===== src/rtl/sad_pkg.sv =====
// Shared definitions for the SAD address sequencer.
// Holds the FSM state encoding and the default address/dimension widths.
package sad_pkg;

    localparam int ADDR_W = 32;  // byte address width
    localparam int DIM_W  = 8;   // frame/template dimension and loop counter width
    localparam int WORD_B = 4;   // byte stride between consecutive words

    localparam logic [1:0] IDLE  = 2'd0;
    localparam logic [1:0] ISSUE = 2'd1;
    localparam logic [1:0] DONE  = 2'd2;

endpackage


===== src/rtl/sad_addr_gen.sv =====
// Next-address generator for one address stream.
// Either steps the current address by an offset or jumps to a new row pointer
// (plus offset) when the inner column loop wraps.
// Ports:
//   sel_row  in   1       1: start from row_ptr, 0: start from cur
//   cur      in   ADDR_W  current address
//   row_ptr  in   ADDR_W  address of the start of the next row
//   offset   in   ADDR_W  amount added to the selected source
//   addr     out  ADDR_W  selected source + offset (modulo 2^ADDR_W)
module sad_addr_gen #(
    parameter int ADDR_W = sad_pkg::ADDR_W
) (
    input  logic              sel_row,
    input  logic [ADDR_W-1:0] cur,
    input  logic [ADDR_W-1:0] row_ptr,
    input  logic [ADDR_W-1:0] offset,
    output logic [ADDR_W-1:0] addr
);

    assign addr = (sel_row ? row_ptr : cur) + offset;

endmodule


===== src/rtl/sad_addr_sequencer.sv =====
// Address sequencer for the SAD window search.
// For every MxM window position inside an NxN frame, emits one frame-word and
// one template-word address per template element over a valid/ready handshake.
// Ports:
//   Clk, Rst     clock / synchronous active-high reset
//   start        begin a scan (sampled in IDLE only)
//   frame_base, tmpl_base, frame_dim, tmpl_dim   scan config, latched on start
//   busy, done   scan in progress / one-cycle completion pulse
//   addr_valid, addr_ready   output handshake
//   frame_addr, tmpl_addr    current element addresses
//   win_row, win_col         current window position
//   win_last                 current element is the last of its window
module sad_addr_sequencer
    import sad_pkg::*;
#(
    parameter int ADDR_W = sad_pkg::ADDR_W,
    parameter int DIM_W  = sad_pkg::DIM_W,
    parameter int WORD_B = sad_pkg::WORD_B
) (
    input  logic              Clk,
    input  logic              Rst,
    input  logic              start,
    input  logic [ADDR_W-1:0] frame_base,
    input  logic [ADDR_W-1:0] tmpl_base,
    input  logic [DIM_W-1:0]  frame_dim,
    input  logic [DIM_W-1:0]  tmpl_dim,
    output logic              busy,
    output logic              done,
    output logic              addr_valid,
    input  logic              addr_ready,
    output logic [ADDR_W-1:0] frame_addr,
    output logic [ADDR_W-1:0] tmpl_addr,
    output logic [DIM_W-1:0]  win_row,
    output logic [DIM_W-1:0]  win_col,
    output logic              win_last
);

    localparam logic [ADDR_W-1:0] STEP = ADDR_W'(WORD_B);
    localparam logic [DIM_W-1:0]  ONE  = DIM_W'(1);

    logic [1:0]        state;
    logic [DIM_W-1:0]  tc, tr, wc, wr;
    logic [DIM_W-1:0]  m_last, w_last;     // M-1 and N-M, latched on start
    logic [ADDR_W-1:0] n_stride, m_stride; // bytes per frame row / template row
    logic [ADDR_W-1:0] tmpl_base_r;
    // Running pointers: wrow_ptr = start of window row wr, win_ptr = window origin,
    // frow_ptr / trow_ptr = start of the current template row in frame / template.
    logic [ADDR_W-1:0] wrow_ptr, win_ptr, frow_ptr, trow_ptr;
    logic              win_last_r;

    logic [DIM_W-1:0]  tc_n, tr_n, wc_n, wr_n;
    logic [ADDR_W-1:0] wrow_n, win_n, frow_n, trow_n;
    logic [ADDR_W-1:0] frame_addr_n, tmpl_addr_n, col_off;
    logic              row_sel, xfer, tc_end, tr_end, wc_end, wr_end, last_elem;
    logic              cfg_ok;

    assign busy       = (state != IDLE);
    assign done       = (state == DONE);
    assign addr_valid = (state == ISSUE);
    assign win_last   = win_last_r & addr_valid;
    assign win_row    = wr;
    assign win_col    = wc;

    assign xfer      = addr_valid & addr_ready;
    assign tc_end    = (tc == m_last);
    assign tr_end    = (tr == m_last);
    assign wc_end    = (wc == w_last);
    assign wr_end    = (wr == w_last);
    assign last_elem = tc_end & tr_end & wc_end & wr_end;
    assign cfg_ok    = (tmpl_dim != '0) && (tmpl_dim <= frame_dim);

    // Loop nest advance: tc fastest, then tr, wc, wr. Each wrap moves the
    // relevant running pointer by a stride instead of recomputing products.
    always_comb begin
        tc_n    = tc + ONE;
        tr_n    = tr;
        wc_n    = wc;
        wr_n    = wr;
        wrow_n  = wrow_ptr;
        win_n   = win_ptr;
        frow_n  = frow_ptr;
        trow_n  = trow_ptr;
        row_sel = 1'b0;
        if (tc_end) begin
            tc_n    = '0;
            row_sel = 1'b1;
            if (!tr_end) begin
                tr_n   = tr + ONE;
                frow_n = frow_ptr + n_stride;
                trow_n = trow_ptr + m_stride;
            end else begin
                tr_n   = '0;
                trow_n = tmpl_base_r;
                if (!wc_end) begin
                    wc_n   = wc + ONE;
                    win_n  = win_ptr + STEP;
                    frow_n = win_ptr + STEP;
                end else begin
                    // wr wraps only on the final element, where the scan ends anyway
                    wc_n   = '0;
                    wr_n   = wr + ONE;
                    wrow_n = wrow_ptr + n_stride;
                    win_n  = wrow_ptr + n_stride;
                    frow_n = wrow_ptr + n_stride;
                end
            end
        end
    end

    assign col_off = row_sel ? '0 : STEP;

    sad_addr_gen #(.ADDR_W(ADDR_W)) u_frame_gen (
        .sel_row (row_sel),
        .cur     (frame_addr),
        .row_ptr (frow_n),
        .offset  (col_off),
        .addr    (frame_addr_n)
    );

    sad_addr_gen #(.ADDR_W(ADDR_W)) u_tmpl_gen (
        .sel_row (row_sel),
        .cur     (tmpl_addr),
        .row_ptr (trow_n),
        .offset  (col_off),
        .addr    (tmpl_addr_n)
    );

    always_ff @(posedge Clk) begin
        if (Rst) begin
            state       <= IDLE;
            tc          <= '0;
            tr          <= '0;
            wc          <= '0;
            wr          <= '0;
            m_last      <= '0;
            w_last      <= '0;
            n_stride    <= '0;
            m_stride    <= '0;
            tmpl_base_r <= '0;
            wrow_ptr    <= '0;
            win_ptr     <= '0;
            frow_ptr    <= '0;
            trow_ptr    <= '0;
            frame_addr  <= '0;
            tmpl_addr   <= '0;
            win_last_r  <= 1'b0;
        end else begin
            case (state)
                IDLE: if (start) begin
                    tc          <= '0;
                    tr          <= '0;
                    wc          <= '0;
                    wr          <= '0;
                    m_last      <= tmpl_dim - ONE;
                    w_last      <= frame_dim - tmpl_dim;
                    // constant WORD_B factor: reduces to a shift for power-of-two strides
                    n_stride    <= ADDR_W'(frame_dim) * STEP;
                    m_stride    <= ADDR_W'(tmpl_dim) * STEP;
                    tmpl_base_r <= tmpl_base;
                    wrow_ptr    <= frame_base;
                    win_ptr     <= frame_base;
                    frow_ptr    <= frame_base;
                    trow_ptr    <= tmpl_base;
                    frame_addr  <= frame_base;
                    tmpl_addr   <= tmpl_base;
                    win_last_r  <= (tmpl_dim == ONE);
                    state       <= cfg_ok ? ISSUE : DONE;
                end
                ISSUE: if (xfer) begin
                    if (last_elem) begin
                        state <= DONE;
                    end else begin
                        tc         <= tc_n;
                        tr         <= tr_n;
                        wc         <= wc_n;
                        wr         <= wr_n;
                        wrow_ptr   <= wrow_n;
                        win_ptr    <= win_n;
                        frow_ptr   <= frow_n;
                        trow_ptr   <= trow_n;
                        frame_addr <= frame_addr_n;
                        tmpl_addr  <= tmpl_addr_n;
                        win_last_r <= (tc_n == m_last) && (tr_n == m_last);
                    end
                end
                DONE:    state <= IDLE;
                default: state <= IDLE;
            endcase
        end
    end

endmodule


===== config.mk =====
export PLATFORM = sky130hd
export DESIGN_NAME = sad_addr_sequencer
export DESIGN_NICKNAME = d
export VERILOG_FILES = /design/src/rtl/sad_pkg.sv /design/src/rtl/sad_addr_gen.sv /design/src/rtl/sad_addr_sequencer.sv
export SDC_FILE = /design/constraint.sdc
export NUM_CORES = 1
export LEC_CHECK = 0
export CAP_MARGIN = 20
export CELL_PAD_IN_SITES_DETAIL_PLACEMENT = 1
export CELL_PAD_IN_SITES_GLOBAL_PLACEMENT = 1
export CORE_MARGIN = 5
export CORE_UTILIZATION = 48
export CTS_CLUSTER_DIAMETER = 200
export CTS_CLUSTER_SIZE = 40
export DETAILED_ROUTE_END_ITERATION = 7
export PLACE_DENSITY_LB_ADDON = 0.1
export SYNTH_ARGS = -nofsm -noshare
export SYNTH_HDL_FRONTEND = slang
export SYNTH_HIERARCHICAL = 1
export SYNTH_SLANG_ARGS = --single-unit

===== constraint.sdc =====
create_clock -name Clk -period 7.9 [get_ports Clk]
set_input_delay 0.79 -clock Clk [delete_from_list [all_inputs] [get_ports Clk]]
set_output_delay 0.79 -clock Clk [all_outputs]
set_load 0.02 [all_outputs]

==> results of run 1 <==
worst min-delay path by stage:
stage | endpoint | depth (start not counted) | start
5_1_grt | state[1] | 1 | state[1]
2_1_floorplan | state[1] | 1 | state[1]
3_5_place_dp | tmpl_base_r[6] | 2 | tmpl_base_r[6]
3_3_place_gp | state[1] | 1 | state[1]
6_report | tmpl_base_r[17] | 2 | tmpl_base_r[17]
4_1_cts | tmpl_base_r[17] | 2 | tmpl_base_r[17]
cell type report:
cell class              count  area [µm²]  share of cell area, %
multi-input cells        2226       14710                  62.23
flip-flops and latches    291        5826                  24.64
repair buffers            190        1873                  7.921
well taps                 592       740.7                  3.132
clock buffers              11       275.3                  1.164
inverters                  50       187.7                 0.7937
clock inverters             1       30.03                 0.1270
sequential cells by signal, indices dropped and copies added, names as in the netlist, 2 cells and up:
register,flops
tmpl_addr,32
wrow_ptr,32
frow_ptr,32
frame_addr,32
m_last,8
w_last,8
tmpl_base_r,32
trow_ptr,32
n_stride,8
m_stride,8
tr,8
tc,8
win_col,8
state,2
win_ptr,32
win_row,8
critical path, cell delays in order, from the launching register on:
cell and delay, ns:
dfxtp_1 0.57, xnor2_1 0.19, nand4_1 0.30, nor2_4 0.69, inv_2 0.52, nand2_1 0.22
o21ai_0 0.14, mux2_2 0.32, ha_1 0.37, and3_1 0.24, a221oi_2 0.44, o21ai_2 0.20
and4b_4 0.26, o2111ai_4 0.24, and2_4 0.23, o311ai_4 0.10, a222oi_1 0.28, nor2_1 0.07
logic make-up after synthesis:
| logic type | after synthesis | share of synthesized area, % |
|---|---|---|
| AOI/OAI and AO/OA | 812 | 27.63 |
| xor gates and xnor gates | 202 | 8.374 |
| adders and majority gates | 108 | 6.581 |
| buffers and inverters | 237 | 4.570 |
| DFF | 291 | 27.46 |
| muxes | 92 | 4.753 |
| other | 1 | 0.01767 |
| and+or+nand+nor | 948 | 20.62 |
synthesized netlist by cell type, drive strengths merged (8+ instances only):
library cell | instances | area, µm²
a211oi | 32 | 250.2
a21oi | 220 | 1109
o31ai | 10 | 75.07
ha | 102 | 1276
or3 | 19 | 118.9
nor2b | 9 | 56.30
nand2b | 14 | 87.58
o21bai | 10 | 86.33
buf | 69 | 339.1
nand2 | 316 | 1186
a21boi | 15 | 112.6
a2111oi | 11 | 133.9
a41oi | 9 | 78.83
nand3 | 65 | 330.3
and4 | 18 | 161.4
a311oi | 30 | 269.0
o311ai | 9 | 143.9
o211ai | 28 | 229.0
a211o | 8 | 70.07
inv | 49 | 183.9
a31oi | 29 | 202.7
and2 | 27 | 173.9
xor2 | 80 | 700.7
dfxtp | 291 | 5826
mux2i | 22 | 220.2
o21ai | 114 | 589.3
and3 | 27 | 170.2
o21a | 18 | 135.1
mux2 | 70 | 788.3
nor4 | 20 | 152.6
xnor2 | 122 | 1076
nor2 | 311 | 1167
a22oi | 44 | 330.3
nand4 | 62 | 387.9
o2bb2ai | 28 | 245.2
a221oi | 8 | 82.58
o2111ai | 13 | 137.6
clkbuf | 118 | 442.9
nor3 | 37 | 190.2
a222oi | 71 | 710.7
a21o | 49 | 370.4
stage by stage:
| step | utilization (%) | setup slack, ns | total power (W) | cells | hold WS (ns) |
|---|---|---|---|---|---|
| final | 53.82 | 2.388 | 0.004683 | 3361 | 0.4641 |
| after global routing | 53.82 | 2.091 | 0.004929 | 3361 | 0.4841 |
| after detailed placement | 53.08 | 2.469 | 0.003849 | 3348 | 0.4495 |
| after floorplan | - | 2.992 | 0.003222 | 2754 | 0.4224 |
| after CTS | 53.78 | 2.440 | 0.004633 | 3360 | 0.4654 |
| after global placement | 53.08 | 2.618 | 0.003781 | 3348 | 0.4346 |
routing by layer:
| layer | GRT usage (%) | vias up | routed length [µm] |
|---|---|---|---|
| li1 | - | 10040 | - |
| met1 | 45.03 | 10860 | 36360 |
| met2 | 51.65 | 710 | 36310 |
| met3 | 5.938 | 87 | 6515 |
| met4 | 6.699 | 2 | 1661 |
| met5 | 0 | - | 13 |
report_power, final:
group          leakage [nW]  internal (W)  switching (W)
clock network         0.147      0.000263       0.000519
logic                  6.47      0.000794        0.00132
registers              2.39       0.00161       0.000175
total                  9.01       0.00267        0.00201
placed cells by master, fill, tap and decap left out, drive strengths merged, types with 49 or more instances in the layout:
cell and n:
inv 49, dfxtp 291, mux2 70, nand2 316, a21o 49, xor2 80, a222oi 71, xnor2 122
nand3 65, nand4 62, clkdlybuf4s50 166, ha 102, a21oi 220, o21ai 114, conb 64, nor2 311
==> flow_summary_export.csv, run 1 <==
group,metric,value,unit
detailed_routing,vias,21700,
detailed_routing,drtIter0Drc,1937,
final_layout,antennaDiodeCount,0,
final_layout,syn2layout_area_growth,11.45,%
final_layout,fill_cells,5389,
clock_tree,clock_sinks,291,
flow_run,maxCapViolations,0,
detailed_routing,drc,0,
clock_tree,holdBufCountCts,0,
sta,fin_crit,5.512,ns
pwr,p_leak,9.009,nW
clock_tree,clk_latency,0.53,ns
synthesis,synth_edf_count,0,
clock_tree,htreeDepth,1,
worst_setup_path,crit_end,"tmpl_addr[28]",
worst_setup_path,required,8.31,ns
sta,fin_crit_sh,69.77,%
pwr,p_per_area,198.0,nW/µm²
worst_setup_path,r2r_setup_slack,2.39,ns
clock_tree,numCtsBuffers,11,
floorplanning,die_h,220.2,µm
detailed_routing,viasPerCell,6.456,
pwr,ir_drop,0.0001529,V
synthesis,ys.flop_type,"dfxtp_1",
sta,finalSetupViolCount,0,
sta,max_freq,0.1814,GHz
worst_setup_path,ff2ff_path_depth,17,
detailed_routing,firstDrtPassIters,6,
sta,slew-limit-headroom,25.96,%
hold_path,hold_class,"flop to flop",
sta,finalMaxSlewViolations,0,
sta,rsz0062_at_grt,"false",
worst_setup_path,cp-startpoint,"m_last[7]",
global_route,first_global_vias,21900,
floorplanning,core_area,43930,µm²
floorplanning,rows,77,
final_layout,finalInstanceArea,23650,µm²
sta,skew,0.05537,ns
floorplanning,io_pins,168,
synthesis,synth_area_per_cell,7.885,µm²
global_route,grt.overflow.total,0,
global_route,grt_pass1_wl,125500,µm
worst_setup_path,crit_path_end_kind,"flop",
placement,postPlaceCellArea,23320,µm²
worst_setup_path,reg2reg_to,"tmpl_addr[28]",
detailed_routing,finalWirelength,80860,µm
sta,tightest_slew,1.111,ns
synthesis,synth_warnings,6,
global_route,grt_use_total,32.04,%
synthesis,ys_seq_elements,291,
synthesis,synth_cells,2691,
clock_tree,cts_setup_buffers,0,
clock_tree,clk_path_buf_depth,3,
worst_setup_path,setup.worst_path.class,"flop to flop",
synthesis,synth_cell_type_count,101,
worst_setup_path,rr_startpoint,"m_last[7]",
global_route,grt_max_degree,130,
synthesis,synthArstFlopShare,0,%
detailed_routing,detail-route-antenna-nets,0,
floorplanning,initial_core_util,48.30,%
placement,dp_hpwl,58560,µm
worst_setup_path,critical_path.max_fanout,37,
final_layout,drive_gt1_share,6.103,%
placement,gp_congestion,0.9317,
floorplanning,dieArea,48510,µm²
synthesis,netlist_area,21220,µm²
worst_setup_path,critPathLaunchType,"flop",
global_route,antenna_found_initial,1,
sta,hold_viol_final,0,
floorplanning,die_width,220.2,µm
clock_tree,root_buffer,"clkbuf_16",
final_layout,nets,2962,
outcome,status,"finished clean",
clock_tree,cts-resized-gates,0,
worst_setup_path,cp.arrival,5.92,ns
detailed_routing,routedWlPerCell,24.06,µm
clock_tree,path_clk_slew,0.17,ns
synthesis,ys_seq_area_share,27.46,%
clock_tree,cts_tree,"done",
sta,tns,0,ns
placement,port_buffers,167,
(Power assumes the default switching activity.)
==> run 2, diff against run 1 <==
- CORE_UTILIZATION: 48 -> 40
- clock period: 7.9 -> 4.81 ns (I/O delays scaled with it)
==> run 2 against run 1 <==
Clock power grew 69%; largest cell class unchanged; design area grew 5.8%; critical path depth grew 1; via count grew 1.0%; clock-buffer cell count is the same; register-to-register slack lost 2.2 ns; sequential share of layout area shrank 1.3 points; wire length grew 5.0%; global-route usage shrank 4.0 points; combinational power grew 81%; critical path type unchanged; core utilization shrank 6.2 points.
==> flow_summary_export.csv, run 2 (synthesis results as in run 1) <==
group,metric,value,unit
placement,gp_congestion,0.9101,
sta,slew-limit-headroom,27.23,%
floorplanning,initial_core_util,40.38,%
global_route,antenna_found_initial,0,
pwr,p_leak,9.555,nW
worst_setup_path,required,5.22,ns
worst_setup_path,setup.worst_path.class,"flop to flop",
detailed_routing,drc,0,
outcome,status,"finished clean",
sta,finalSetupViolCount,0,
sta,tightest_slew,1.088,ns
worst_setup_path,crit_path_end_kind,"flop",
pwr,total_power,0.008057,W
sta,max_freq,0.2162,GHz
worst_setup_path,crit_buf_inv,1,
final_layout,fill_cells,6382,
floorplanning,dieArea,57750,µm²
worst_setup_path,max_stage_delay,0.48,ns
floorplanning,io_pins,168,
placement,place_inst,3542,
worst_setup_path,slowest_stage,"a2111oi_2",
final_layout,drive_gt1_share,11.57,%
worst_setup_path,critPathLaunchType,"flop",
final_layout,syn2layout_area_growth,17.87,%
placement,port_buffers,167,
global_route,first_global_vias,22130,
detailed_routing,routedWlPerCell,23.80,µm
global_route,grt.overflow.total,0,
clock_tree,holdBufCountCts,0,
clock_tree,htreeDepth,1,
floorplanning,core_area,52550,µm²
clock_tree,path_clk_slew,0.16,ns
floorplanning,rows,84,
global_route,grt_pass1_wl,130100,µm
detailed_routing,vias,21920,
hold_path,hold_class,"primary input to flop",
sta,rsz0062_at_grt,"true",
clock_tree,clock_sinks,291,
global_route,grt_max_degree,165,
clock_tree,clk_path_buf_depth,3,
placement,dp_slack,0.0001368,ns
clock_tree,clk_latency,0.54,ns
detailed_routing,drtIter0Drc,1639,
final_layout,layout_commonest_cell,"nand2_1",
pwr,ir_drop,0.0002360,V
worst_setup_path,worstPathCellList,"ha_1, a21o_1, nand4_1, a21o_1, a2111oi_2, xnor2_1, a21o_1, o21ai_0, mux2_2, ha_1, nand2_1, nor2_1, nor2_1, buf_4, a31oi_4, o211ai_1, nand2_1, a311oi_1",
detailed_routing,viasPerCell,6.147,
sta,fin_crit_sh,96.18,%
detailed_routing,detail-route-antenna-nets,0,
worst_setup_path,cp_common_cell,"a21o_1",
sta,finalMaxSlewViolations,0,
sta,hold_viol_final,0,
detailed_routing,firstDrtPassIters,8,
sta,skew,0.03575,ns
placement,dp_hpwl,62280,µm
worst_setup_path,cp.arrival,5.03,ns
clock_tree,cts_tree,"done",
floorplanning,die_width,240.3,µm
clock_tree,root_buffer,"clkbuf_16",
clock_tree,numCtsBuffers,11,
final_layout,antennaDiodeCount,0,
floorplanning,die_h,240.3,µm
flow_run,maxCapViolations,0,
worst_setup_path,cp_top_family,"compound AO/OA/AOI/OAI gates",
sta,fin_ws,0.1836,ns
global_route,grt_use_total,28.07,%
final_layout,layout.cells.non_filler,3566,
pwr,p_per_area,322.2,nW/µm²
final_layout,nets,3070,
final_layout,most-common-layout-cells,"nand2_1 (311), nor2_1 (307), dfxtp_1 (284)",
sta,fin_crit,4.626,ns
detailed_routing,finalWirelength,84870,µm
worst_setup_path,critical_path.max_fanout,5,
[run 2: cell types whose count changed in the layout (fill, tap and decap cells not counted), sizes merged]
cell | previous run | this run
inv | 49 | 50
clkbuf | 12 | 11
buf | 23 | 132
[run 2: repair_timing]
action                     4_1_cts  5_1_grt
resized for setup                3       68
setup buffers                    1       10
setup endpoints to repair        5       31
gates cloned                     0        0
pin swaps                        0       26
[run 2: metrics by stage]
step	hold slack, ns	instance area (µm²)	TNS [ns]	util (%)
floorplan	0.4224	21460	0	-
global placement	0.4338	24270	0	46.18
detailed placement	0.4507	24270	0	46.18
CTS	0.4448	24600	0	46.82
global route	0.4356	25010	-0.03996	47.59
finish	0.4094	25010	0	47.59
[run 2: worst paths after layout]
kind | from | end | slack, ns | cells past startpoint
worst max-delay path | n_stride[3] | frame_addr[31] | 0.18 | 18
worst min-delay path | Rst | w_last[4] | 0.41 | 2
worst max register to register | n_stride[3] | frame_addr[31] | 0.18 | 18
worst min register to register | tmpl_base_r[9] | tmpl_base_r[9] | 0.47 | 2
[run 2: report_power, final]
group / total (W) / switching, W / internal (W)
Clock: 0.00132 / 0.000882 / 0.000438
Combinational: 0.00381 / 0.00229 / 0.00152
Sequential: 0.00292 / 0.000273 / 0.00265
Total: 0.00806 / 0.00344 / 0.00461
[run 2: per-layer routing]
| layer | track usage [%] | vias up | wire length [µm] |
|---|---|---|---|
| li1 | - | 10250 | - |
| met1 | 40.09 | 10960 | 38790 |
| met2 | 45.07 | 616 | 38330 |
| met3 | 3.843 | 95 | 5614 |
| met4 | 6.688 | 0 | 2135 |
| met5 | 0 | - | 0 |
[run 2: cell type report]
class | count | area (µm²) | area share (%)
multi-input cells | 2226 | 15020 | 60.07
flip-flops and latches | 291 | 5837 | 23.34
repair buffers | 298 | 2789 | 11.15
well taps | 688 | 860.8 | 3.442
clock buffers | 11 | 275.3 | 1.101
inverters | 50 | 187.7 | 0.7504
clock inverters | 2 | 36.28 | 0.1451
[run 2: worst register-to-register path, delay by kind of cell (launching register included)]
| family | cells | cell delay [ns] |
|---|---|---|
| muxes | 1 | 0.39 |
| adders and majority gates | 2 | 0.61 |
| DFF | 1 | 0.40 |
| xor gates and xnor gates | 1 | 0.27 |
| buffers and inverters | 1 | 0.15 |
| and+or+nand+nor | 5 | 0.65 |
| AOI/OAI and AO/OA | 8 | 2.02 |
